**src/rtl/sync_fifo_param_pkg.sv**
```systemverilog
// Shared sizing helpers and read-mode constants for the single-clock FIFO.
package sync_fifo_param_pkg;

  localparam int unsigned FIFO_MODE_STD  = 0;
  localparam int unsigned FIFO_MODE_FWFT = 1;

  function automatic int unsigned fifo_depth(input int unsigned addr_size);
    return 32'd1 << addr_size;
  endfunction

  // One extra pointer bit separates full from empty after wrap-around.
  function automatic int unsigned fifo_ptr_w(input int unsigned addr_size);
    return addr_size + 32'd1;
  endfunction

endpackage

```
**src/rtl/sync_fifo_param_if.sv**
```systemverilog
// Producer/consumer bus of the single-clock FIFO; slave is the FIFO side.
interface sync_fifo_param_if #(
  parameter int unsigned DATASIZE     = 8,
  parameter int unsigned ADDRESS_SIZE = 4
);
  logic                    flush;
  logic                    clr_err;
  logic                    wr_en;
  logic [DATASIZE-1:0]     wdata;
  logic                    rd_en;
  logic [DATASIZE-1:0]     rdata;
  logic                    full;
  logic                    empty;
  logic                    almost_full;
  logic                    almost_empty;
  logic [ADDRESS_SIZE:0]   count;
  logic                    overflow;
  logic                    underflow;

  modport master (
    output flush, clr_err, wr_en, wdata, rd_en,
    input  rdata, full, empty, almost_full, almost_empty, count, overflow, underflow
  );

  modport slave (
    input  flush, clr_err, wr_en, wdata, rd_en,
    output rdata, full, empty, almost_full, almost_empty, count, overflow, underflow
  );
endinterface

```
**src/rtl/sync_fifo_mem.sv**
```systemverilog
// FIFO storage: synchronous write, asynchronous read, no reset.
module sync_fifo_mem #(
  parameter int unsigned DATASIZE     = 8,
  parameter int unsigned ADDRESS_SIZE = 4
) (
  input  logic                    clk,
  input  logic                    i_we,
  input  logic [ADDRESS_SIZE-1:0] i_waddr,
  input  logic [DATASIZE-1:0]     i_wdata,
  input  logic [ADDRESS_SIZE-1:0] i_raddr,
  output logic [DATASIZE-1:0]     o_rdata
);
  localparam int unsigned DEPTH = 1 << ADDRESS_SIZE;

  logic [DATASIZE-1:0] r_mem [DEPTH];

  always_ff @(posedge clk) begin
    if (i_we) r_mem[i_waddr] <= i_wdata;
  end

  assign o_rdata = r_mem[i_raddr];
endmodule

```
**src/rtl/sync_fifo_param.sv**
```systemverilog
// Single-clock FIFO with occupancy count, threshold flags, sticky errors,
// synchronous flush and standard or first-word-fall-through read.
module sync_fifo_param
  import sync_fifo_param_pkg::*;
#(
  parameter int unsigned DATASIZE     = 8,
  parameter int unsigned ADDRESS_SIZE = 4,
  parameter int unsigned FWFT         = FIFO_MODE_STD,
  parameter int unsigned AF_LEVEL     = fifo_depth(ADDRESS_SIZE) - 4,
  parameter int unsigned AE_LEVEL     = 2
) (
  input  logic            clk,
  input  logic            rst_n,
  sync_fifo_param_if.slave bus
);
  localparam int unsigned DEPTH = fifo_depth(ADDRESS_SIZE);
  localparam int unsigned PW    = fifo_ptr_w(ADDRESS_SIZE);

  logic [PW-1:0]       r_wr_ptr, r_rd_ptr, r_count;
  logic [PW-1:0]       w_wr_ptr_d, w_rd_ptr_d;
  logic                r_overflow, r_underflow;
  logic                w_full, w_empty, w_wr_fire, w_rd_fire;
  logic [DATASIZE-1:0] w_mem_rdata;

  assign w_full    = (r_count == PW'(DEPTH));
  assign w_empty   = (r_count == '0);
  // Flush wins over both requests; acceptance is judged on pre-edge state.
  assign w_wr_fire = bus.wr_en & ~w_full  & ~bus.flush;
  assign w_rd_fire = bus.rd_en & ~w_empty & ~bus.flush;

  always_comb begin
    w_wr_ptr_d = r_wr_ptr + PW'(w_wr_fire);
    w_rd_ptr_d = r_rd_ptr + PW'(w_rd_fire);
    if (bus.flush) begin
      w_wr_ptr_d = '0;
      w_rd_ptr_d = '0;
    end
  end

  always_ff @(posedge clk or negedge rst_n) begin
    if (!rst_n) begin
      r_wr_ptr <= '0;
      r_rd_ptr <= '0;
      r_count  <= '0;
    end else begin
      r_wr_ptr <= w_wr_ptr_d;
      r_rd_ptr <= w_rd_ptr_d;
      r_count  <= w_wr_ptr_d - w_rd_ptr_d;
    end
  end

  // A set in the same cycle as clr_err wins by being assigned last.
  always_ff @(posedge clk or negedge rst_n) begin
    if (!rst_n) begin
      r_overflow  <= 1'b0;
      r_underflow <= 1'b0;
    end else begin
      if (bus.clr_err) begin
        r_overflow  <= 1'b0;
        r_underflow <= 1'b0;
      end
      if (!bus.flush && bus.wr_en && w_full)  r_overflow  <= 1'b1;
      if (!bus.flush && bus.rd_en && w_empty) r_underflow <= 1'b1;
    end
  end

  sync_fifo_mem #(
    .DATASIZE     (DATASIZE),
    .ADDRESS_SIZE (ADDRESS_SIZE)
  ) u_mem (
    .clk     (clk),
    .i_we    (w_wr_fire),
    .i_waddr (r_wr_ptr[ADDRESS_SIZE-1:0]),
    .i_wdata (bus.wdata),
    .i_raddr (r_rd_ptr[ADDRESS_SIZE-1:0]),
    .o_rdata (w_mem_rdata)
  );

  generate
    if (FWFT == FIFO_MODE_FWFT) begin : g_fwft
      assign bus.rdata = w_mem_rdata;
    end else begin : g_std
      logic [DATASIZE-1:0] r_rdata;
      always_ff @(posedge clk or negedge rst_n) begin
        if (!rst_n)         r_rdata <= '0;
        else if (w_rd_fire) r_rdata <= w_mem_rdata;
      end
      assign bus.rdata = r_rdata;
    end
  endgenerate

  assign bus.full         = w_full;
  assign bus.empty        = w_empty;
  assign bus.almost_full  = (r_count >= PW'(AF_LEVEL));
  assign bus.almost_empty = (r_count <= PW'(AE_LEVEL));
  assign bus.count        = r_count;
  assign bus.overflow     = r_overflow;
  assign bus.underflow    = r_underflow;
endmodule
```
**src/flat_wrapper.sv**
```systemverilog
// flat-port wrapper written by rule: the top's interface ports become plain ports
module sync_fifo_param_flat import sync_fifo_param_pkg::*;
#(
  parameter int unsigned DATASIZE     = 8,
  parameter int unsigned ADDRESS_SIZE = 4,
  parameter int unsigned FWFT         = FIFO_MODE_STD,
  parameter int unsigned AF_LEVEL     = fifo_depth(ADDRESS_SIZE) - 4,
  parameter int unsigned AE_LEVEL     = 2
)
  (clk, rst_n, bus_flush, bus_clr_err, bus_wr_en, bus_wdata, bus_rd_en, bus_rdata, bus_full, bus_empty, bus_almost_full, bus_almost_empty, bus_count, bus_overflow, bus_underflow);
  sync_fifo_param_if #(.DATASIZE(DATASIZE), .ADDRESS_SIZE(ADDRESS_SIZE)) bus_i ();
  input  logic clk;
  input  logic rst_n;
  input wire logic [$bits(bus_i.flush)-1:0] bus_flush;
  input wire logic [$bits(bus_i.clr_err)-1:0] bus_clr_err;
  input wire logic [$bits(bus_i.wr_en)-1:0] bus_wr_en;
  input wire logic [$bits(bus_i.wdata)-1:0] bus_wdata;
  input wire logic [$bits(bus_i.rd_en)-1:0] bus_rd_en;
  output wire logic [$bits(bus_i.rdata)-1:0] bus_rdata;
  output wire logic [$bits(bus_i.full)-1:0] bus_full;
  output wire logic [$bits(bus_i.empty)-1:0] bus_empty;
  output wire logic [$bits(bus_i.almost_full)-1:0] bus_almost_full;
  output wire logic [$bits(bus_i.almost_empty)-1:0] bus_almost_empty;
  output wire logic [$bits(bus_i.count)-1:0] bus_count;
  output wire logic [$bits(bus_i.overflow)-1:0] bus_overflow;
  output wire logic [$bits(bus_i.underflow)-1:0] bus_underflow;
  assign bus_i.flush = bus_flush;
  assign bus_i.clr_err = bus_clr_err;
  assign bus_i.wr_en = bus_wr_en;
  assign bus_i.wdata = bus_wdata;
  assign bus_i.rd_en = bus_rd_en;
  assign bus_rdata = bus_i.rdata;
  assign bus_full = bus_i.full;
  assign bus_empty = bus_i.empty;
  assign bus_almost_full = bus_i.almost_full;
  assign bus_almost_empty = bus_i.almost_empty;
  assign bus_count = bus_i.count;
  assign bus_overflow = bus_i.overflow;
  assign bus_underflow = bus_i.underflow;
  sync_fifo_param #(.DATASIZE(DATASIZE), .ADDRESS_SIZE(ADDRESS_SIZE), .FWFT(FWFT), .AF_LEVEL(AF_LEVEL), .AE_LEVEL(AE_LEVEL)) u_core (.clk(clk), .rst_n(rst_n), .bus(bus_i));
endmodule
```
**config.mk**
```make
export PLATFORM = sky130hd
export DESIGN_NAME = sync_fifo_param_flat
export DESIGN_NICKNAME = d
export VERILOG_FILES = /design/src/rtl/sync_fifo_param_pkg.sv /design/src/rtl/sync_fifo_param_if.sv /design/src/rtl/sync_fifo_mem.sv /design/src/rtl/sync_fifo_param.sv /design/src/flat_wrapper.sv
export SDC_FILE = /design/constraint.sdc
export NUM_CORES = 1
export LEC_CHECK = 0
export ABC_CLOCK_PERIOD_IN_PS = 7550
export CELL_PAD_IN_SITES_DETAIL_PLACEMENT = 0
export CELL_PAD_IN_SITES_GLOBAL_PLACEMENT = 1
export CORE_MARGIN = 2
export CORE_UTILIZATION = 56
export CTS_CLUSTER_DIAMETER = 60
export DETAILED_ROUTE_END_ITERATION = 12
export MAX_ROUTING_LAYER = met4
export PLACE_DENSITY_LB_ADDON = 0.1
export SETUP_SLACK_MARGIN = 0.4
export SLEW_MARGIN = 10
export SYNTH_ARGS = -nofsm -noshare
export SYNTH_HDL_FRONTEND = slang
export SYNTH_HIERARCHICAL = 1
export SYNTH_SLANG_ARGS = --single-unit
```
**constraint.sdc**
```tcl
create_clock -name clk -period 7.55 [get_ports clk]
set_clock_uncertainty 0.2 [all_clocks]
set_input_delay 1.51 -clock clk [delete_from_list [all_inputs] [get_ports clk]]
set_output_delay 1.51 -clock clk [all_outputs]
set_load 0.01 [all_outputs]
```
# Yosys cells after proc, flatten, opt, wreduce, memory -nomap -nowiden
# Memory sizes are Yosys's and may differ from the RTL's. A register that Yosys moved wholly into a read port is not among the register bits.
# Index checks and enable logic that the tools add are counted.
# totals
wordCells	35
ram_bits	128
inputBits	14
output_inout_bits	19
n_memories	1
reg_bits	17
# classes
n_lt_le_gt_ge	2
bitwise_logic	7
n_mux	7
reduce_logical	9
add_sub_neg	3
eq_ne	1
# memory_table
name	words	word_bits	read_ports	rd_clocked_by_memory_dff	wr	line_no	source
u_core.u_mem.r_mem	16	8	1	1	1	sync_fifo_mem.sv:15	logic [DATASIZE-1:0] r_mem [DEPTH];
# ops
cell	n
$add 5x1->5	2
$mux 5	2
$eq 5x5->1 const B	1
$ge 5x4->1 const B	1
$le 5x2->1 const B	1
$logic_not 5->1	1
$mux 1	5
$sub 5x5->5	1
$and 1x1->1	4
$logic_and 1x1->1	4
$reduce_bool 2->1	2
$not 1->1	3
$logic_not 1->1	2

# Logic depth before layout (Yosys ltp)
# depth
ltp_word	7
ltp_mapped	14
ltp_nobuf	13

# By module
# The synthesis kept the hierarchy.
# by_module_without_submodules
module	instances	seq_area_each_um2	cells_per_inst	area_per_inst_um2
sync_fifo_mem	1	3843.7	221	4987.3
sync_fifo_param	1	625.6	97	1218.7

# Worst setup path after synthesis
# OpenSTA, ideal clock, no wires.
# synth_path
kind	input-to-reg
start	input bus_rd_en
end	register u_core.r_count[4] (netlist: u_core/bus.count[4])
n_path_buf	1
required_time_ns	7.215
stages	12
setup_time_ns	0.135
path_slack_ns	3.734
arrival_ns	3.480
path_cell_list	inv_1 -> or3_1 -> buf_6 -> inv_1 -> ha_1 -> ha_1 -> xor2_1 -> nand2b_1 -> ha_1 -> a21o_1 -> a21oi_1 -> xor3_1
# synth_between
elab_chain_len	5
# synth_rtl
element	line_no	source
start: declaration	flat_wrapper.sv:18	input wire logic [$bits(bus_i.rd_en)-1:0] bus_rd_en;
$and 1x1->1 (2 in a row)	sync_fifo_param.sv:29	assign w_rd_fire = bus.rd_en & ~w_empty & ~bus.flush;
named net u_core.w_rd_fire	sync_fifo_param.sv:22	logic w_full, w_empty, w_wr_fire, w_rd_fire;
$add 5x1->5	sync_fifo_param.sv:33	w_rd_ptr_d = r_rd_ptr + PW'(w_rd_fire);
$mux 5	sync_fifo_param.sv:34	if (bus.flush) begin
$sub 5x5->5	sync_fifo_param.sv:48	r_count <= w_wr_ptr_d - w_rd_ptr_d;
end signal: assignment	sync_fifo_param.sv:48	
end: declaration	sync_fifo_param.sv:19	logic [PW-1:0] r_wr_ptr, r_rd_ptr, r_count;
# The timed path passes the listed nets, and every way through them passes these cells.
# A chain may end at the register's enable or synchronous reset.

# Worst setup path after layout
# layout_path
start	input bus_flush
end	register u_core.r_count[4] (netlist: u_core/bus.count[4])
# layout_between
elab_chain_len	5
elab_cells_between_ends	8
cone_classes	add/sub (3); mux (2); bitwise (3)
# layout_rtl
element	line_no	source
start: declaration	flat_wrapper.sv:14	input wire logic [$bits(bus_i.flush)-1:0] bus_flush;
$not 1->1	sync_fifo_param.sv:29	
$and 1x1->1	sync_fifo_param.sv:29	
named net u_core.w_rd_fire	sync_fifo_param.sv:22	
$add 5x1->5	sync_fifo_param.sv:33	
$mux 5	sync_fifo_param.sv:34	
named net u_core.w_rd_ptr_d[0]	sync_fifo_param.sv:20	logic [PW-1:0] w_wr_ptr_d, w_rd_ptr_d;
$sub 5x5->5	sync_fifo_param.sv:48	
# The timed path passes the listed nets, and every way through them passes these cells.

==> metrics.txt <==
first-pass GRT wire length=18000 um; count of buffers added by post-CTS timing repair for setup=0; sequential area share after synthesis=72.0%; DRC viols=0; Core Footprint=10800 um2; crit-path max cell delay=0.76 ns; maximum number of pins on one net before global-route repair=35; register-to-register setup slack=4.03 ns; Remaining Overflow, GRT=0; number of rows created at floorplan=38; unrepaired setup endpoints after global routing=no; worst endpoint data arrival time=4.54 ns; DIE HEIGHT=109 um; latest clock arrival within the worst-skew pair=0.52 ns; count of cells along the worst register-to-register path=13; outcome=finished clean; detailed-route wire length=11600 um; buffer cell driving the clock tree root=sky130_fd_sc_hd__clkbuf_8; area growth from synthesis to layout=17.0%; depth of the worst hold-timing path=1; origin of the critical flop-to-flop path=u_core/bus.count[2]; number of H-tree branching levels=4; number of enable-type register cells in the synthesized netlist=128; Req. time, crit path=7.74 ns; period utilisation layout=57.5%; number of antenna violations at the first check in global routing=0; number of nets with antenna violations after routing=0; storage element area=4470 um2; Port Buf Inserts=32; vias after detailed routing=3040; TritonCTS buffer count=17; number of clock sinks=153; kind of capture point of the worst setup path=flip-flop; worst-margin pin slew=1.06 ns; cell at the slowest stage of the critical path=sky130_fd_sc_hd__clkdlybuf4s50_1; Yosys warning total=6; upper clock frequency limit=230 MHz; clock transition at the registers of the reported paths=0.06 ns; final-report hold violation count=0; number of fill cells=713; end of the worst register-to-register path=u_core/bus.count[4]; last weighted congestion value of the routability-driven placer=0.772; commonest non-fill, non-tap cells in the layout=128 x sky130_fd_sc_hd__edfxtp_1, 31 x sky130_fd_sc_hd__clkdlybuf4s50_1, 23 x sky130_fd_sc_hd__dfrtp_1; number of max-capacitance violations reported=0; Iter 0 DRT Violations=294; CTS tree=done; Setup crit start kind=input pin; Endpoint, Worst Hold=u_core/bus.rdata[0]; number of distinct standard cells referenced by the synthesized netlist=40; Max FO, Critical Path=15; leading register cell type out of synthesis=sky130_fd_sc_hd__edfxtp_1; buffers from clock root to sink, at most=2; Async S/R FF share, synth=16.3%; most common library cell in the layout ignoring fill and taps=sky130_fd_sc_hd__edfxtp_1; share of layout cells above drive strength 1=19.6%; total standard cell area after synthesis=6210 um2; Hold Crit Start=u_core/bus.rdata[0]; iteration count of the initial detailed-routing pass=4; sum of negative setup slack=0 ns; IO Count=33; Die X=109 um; HP Class=flip-flop to flip-flop; initial core utilization=57.2%; number of synthesized register bits=153; post-synthesis net count=340; ratio of total power to cell area=311 nW/um2; via count normalized by instance count=5.94; relative max-transition margin=29.3%; total power draw=2.26 mW; net count reported at finish=381; time the final worst path needs with I/O delays and setup=4.34 ns; Diodes inserted=0; leakage power figure=2.56 nW; total area of multi-input combinational cells=1600 um2; # hold bufs at CTS=0; Pins Over Slew Limit=0; mean area per synthesized cell=19.5 um2; maximum vdd drop=0.177 mV; final setup violating endpoints=0; crit path cell chain=clkdlybuf4s50_1 -> or3_1 -> inv_1 -> ha_1 -> nor2b_1 -> ha_1 -> inv_1 -> fa_1 -> a21o_1 -> a21oi_1 -> xor3_1; placed wire-length estimate=7120 um; overall routing resource usage=22.6%; cts repair resizes=0; Die ar.=11900 um2; routed wirelength normalized by instance count=22.7 um; category of the most critical setup path=input pin to flip-flop; via count of the first global-routing pass=3162; cell count after synthesis=318
-- area by class of cell --
cell class / instances / area share, %
tap: 140 / 2.41
multi-input combinational: 142 / 22.1
sequential: 153 / 61.6
clock inverter: 7 / 0.914
timing repair buffer: 34 / 4.55
inverter: 11 / 0.569
clock buffer: 25 / 7.84
-- critical path, delay by kind of cell --
family	cells	cell delay [ns]
AO/OA/AOI/OAI	2	0.32
AND/OR/NAND/NOR	2	0.71
XOR/XNOR	1	0.23
buffers and inverters	3	0.92
adder cells (fa/ha/maj)	3	0.85
-- sequential cells by signal, indices dropped and copies added (netlist names) --
name / cells
u_core/bus.overflow: 1
u_core/bus.underflow: 1
u_core/bus.count: 5
u_core/r_wr_ptr: 5
u_core/u_mem/r_mem: 128
u_core/bus.rdata: 8
u_core/r_rd_ptr: 5
-- where the power goes --
part           total, mW  switching, mW  internal, mW
clock network      0.870          0.318         0.552
logic              0.359          0.138         0.222
registers           1.03         0.0665         0.963
-- cell usage after synthesis (2+ instances only) --
cell type | n | area share [%]
sky130_fd_sc_hd__xor2_1 | 6 | 0.85
sky130_fd_sc_hd__buf_6 | 4 | 0.73
sky130_fd_sc_hd__dfrtp_1 | 25 | 10
sky130_fd_sc_hd__nand3b_1 | 3 | 0.36
sky130_fd_sc_hd__buf_2 | 3 | 0.24
sky130_fd_sc_hd__nor2_1 | 19 | 1.1
sky130_fd_sc_hd__nor2b_1 | 3 | 0.30
sky130_fd_sc_hd__a21oi_1 | 3 | 0.24
sky130_fd_sc_hd__and2_1 | 2 | 0.20
sky130_fd_sc_hd__mux4_1 | 14 | 5.9
sky130_fd_sc_hd__nor3_1 | 4 | 0.32
sky130_fd_sc_hd__nand3_1 | 4 | 0.32
sky130_fd_sc_hd__mux2_4 | 8 | 1.9
sky130_fd_sc_hd__a21o_1 | 2 | 0.24
sky130_fd_sc_hd__ha_1 | 7 | 1.4
sky130_fd_sc_hd__xnor2_1 | 3 | 0.42
sky130_fd_sc_hd__mux4_2 | 18 | 6.5
sky130_fd_sc_hd__edfxtp_1 | 128 | 62
sky130_fd_sc_hd__nand2_1 | 11 | 0.67
sky130_fd_sc_hd__a22oi_1 | 16 | 1.9
sky130_fd_sc_hd__clkdlybuf4s25_2 | 3 | 0.48
sky130_fd_sc_hd__inv_1 | 10 | 0.60
sky130_fd_sc_hd__nand2b_1 | 4 | 0.40
sky130_fd_sc_hd__or2_2 | 2 | 0.20
-- worst max path at each step --
stage,from,depth (start not counted),slack (ns),to
finish,bus_flush,11,3.21,u_core/bus.count[4]
global route,bus_flush,11,2.93,u_core/bus.count[4]
CTS,bus_flush,11,3.22,u_core/bus.count[4]
detailed placement,bus_flush,11,2.68,u_core/bus.count[4]
global placement,bus_flush,11,2.75,u_core/bus.count[4]
floorplan,bus_rd_en,12,3.73,u_core/bus.count[4]
-- metal layers --
metal	GRT usage [%]	up-vias	part of all wire, %
li1	-	1355	-
met5	-	-	0
met1	28.4	1574	41
met4	7.50	0	1.6
met2	35.8	99	51
met3	6.52	12	6.3
-- metrics by stage --
step / hold WS, ns / utilization, % / instance area, um2 / std cells / setup slack (ns)
finish: 0.310 / 67.0 / 7260 / 512 / 3.21
global route: 0.326 / 67.0 / 7260 / 512 / 2.93
CTS: 0.316 / 67.0 / 7260 / 512 / 3.22
detailed placement: 0.297 / 61.1 / 6630 / 480 / 2.68
global placement: 0.298 / 61.1 / 6630 / 480 / 2.75
floorplan: 0.325 / - / 6210 / 318 / 3.73
-- cell families after synthesis --
family                     synth area share, %
adders and majority gates                 1.73
AOI/OAI and AO/OA                         2.94
xor gates and xnor gates                  1.65
and+or+nand+nor                           4.96
muxes                                     14.4
DFF                                       72.0
buffers and inverters                     2.30
Note: power is estimated with default switching activity, not from simulation.
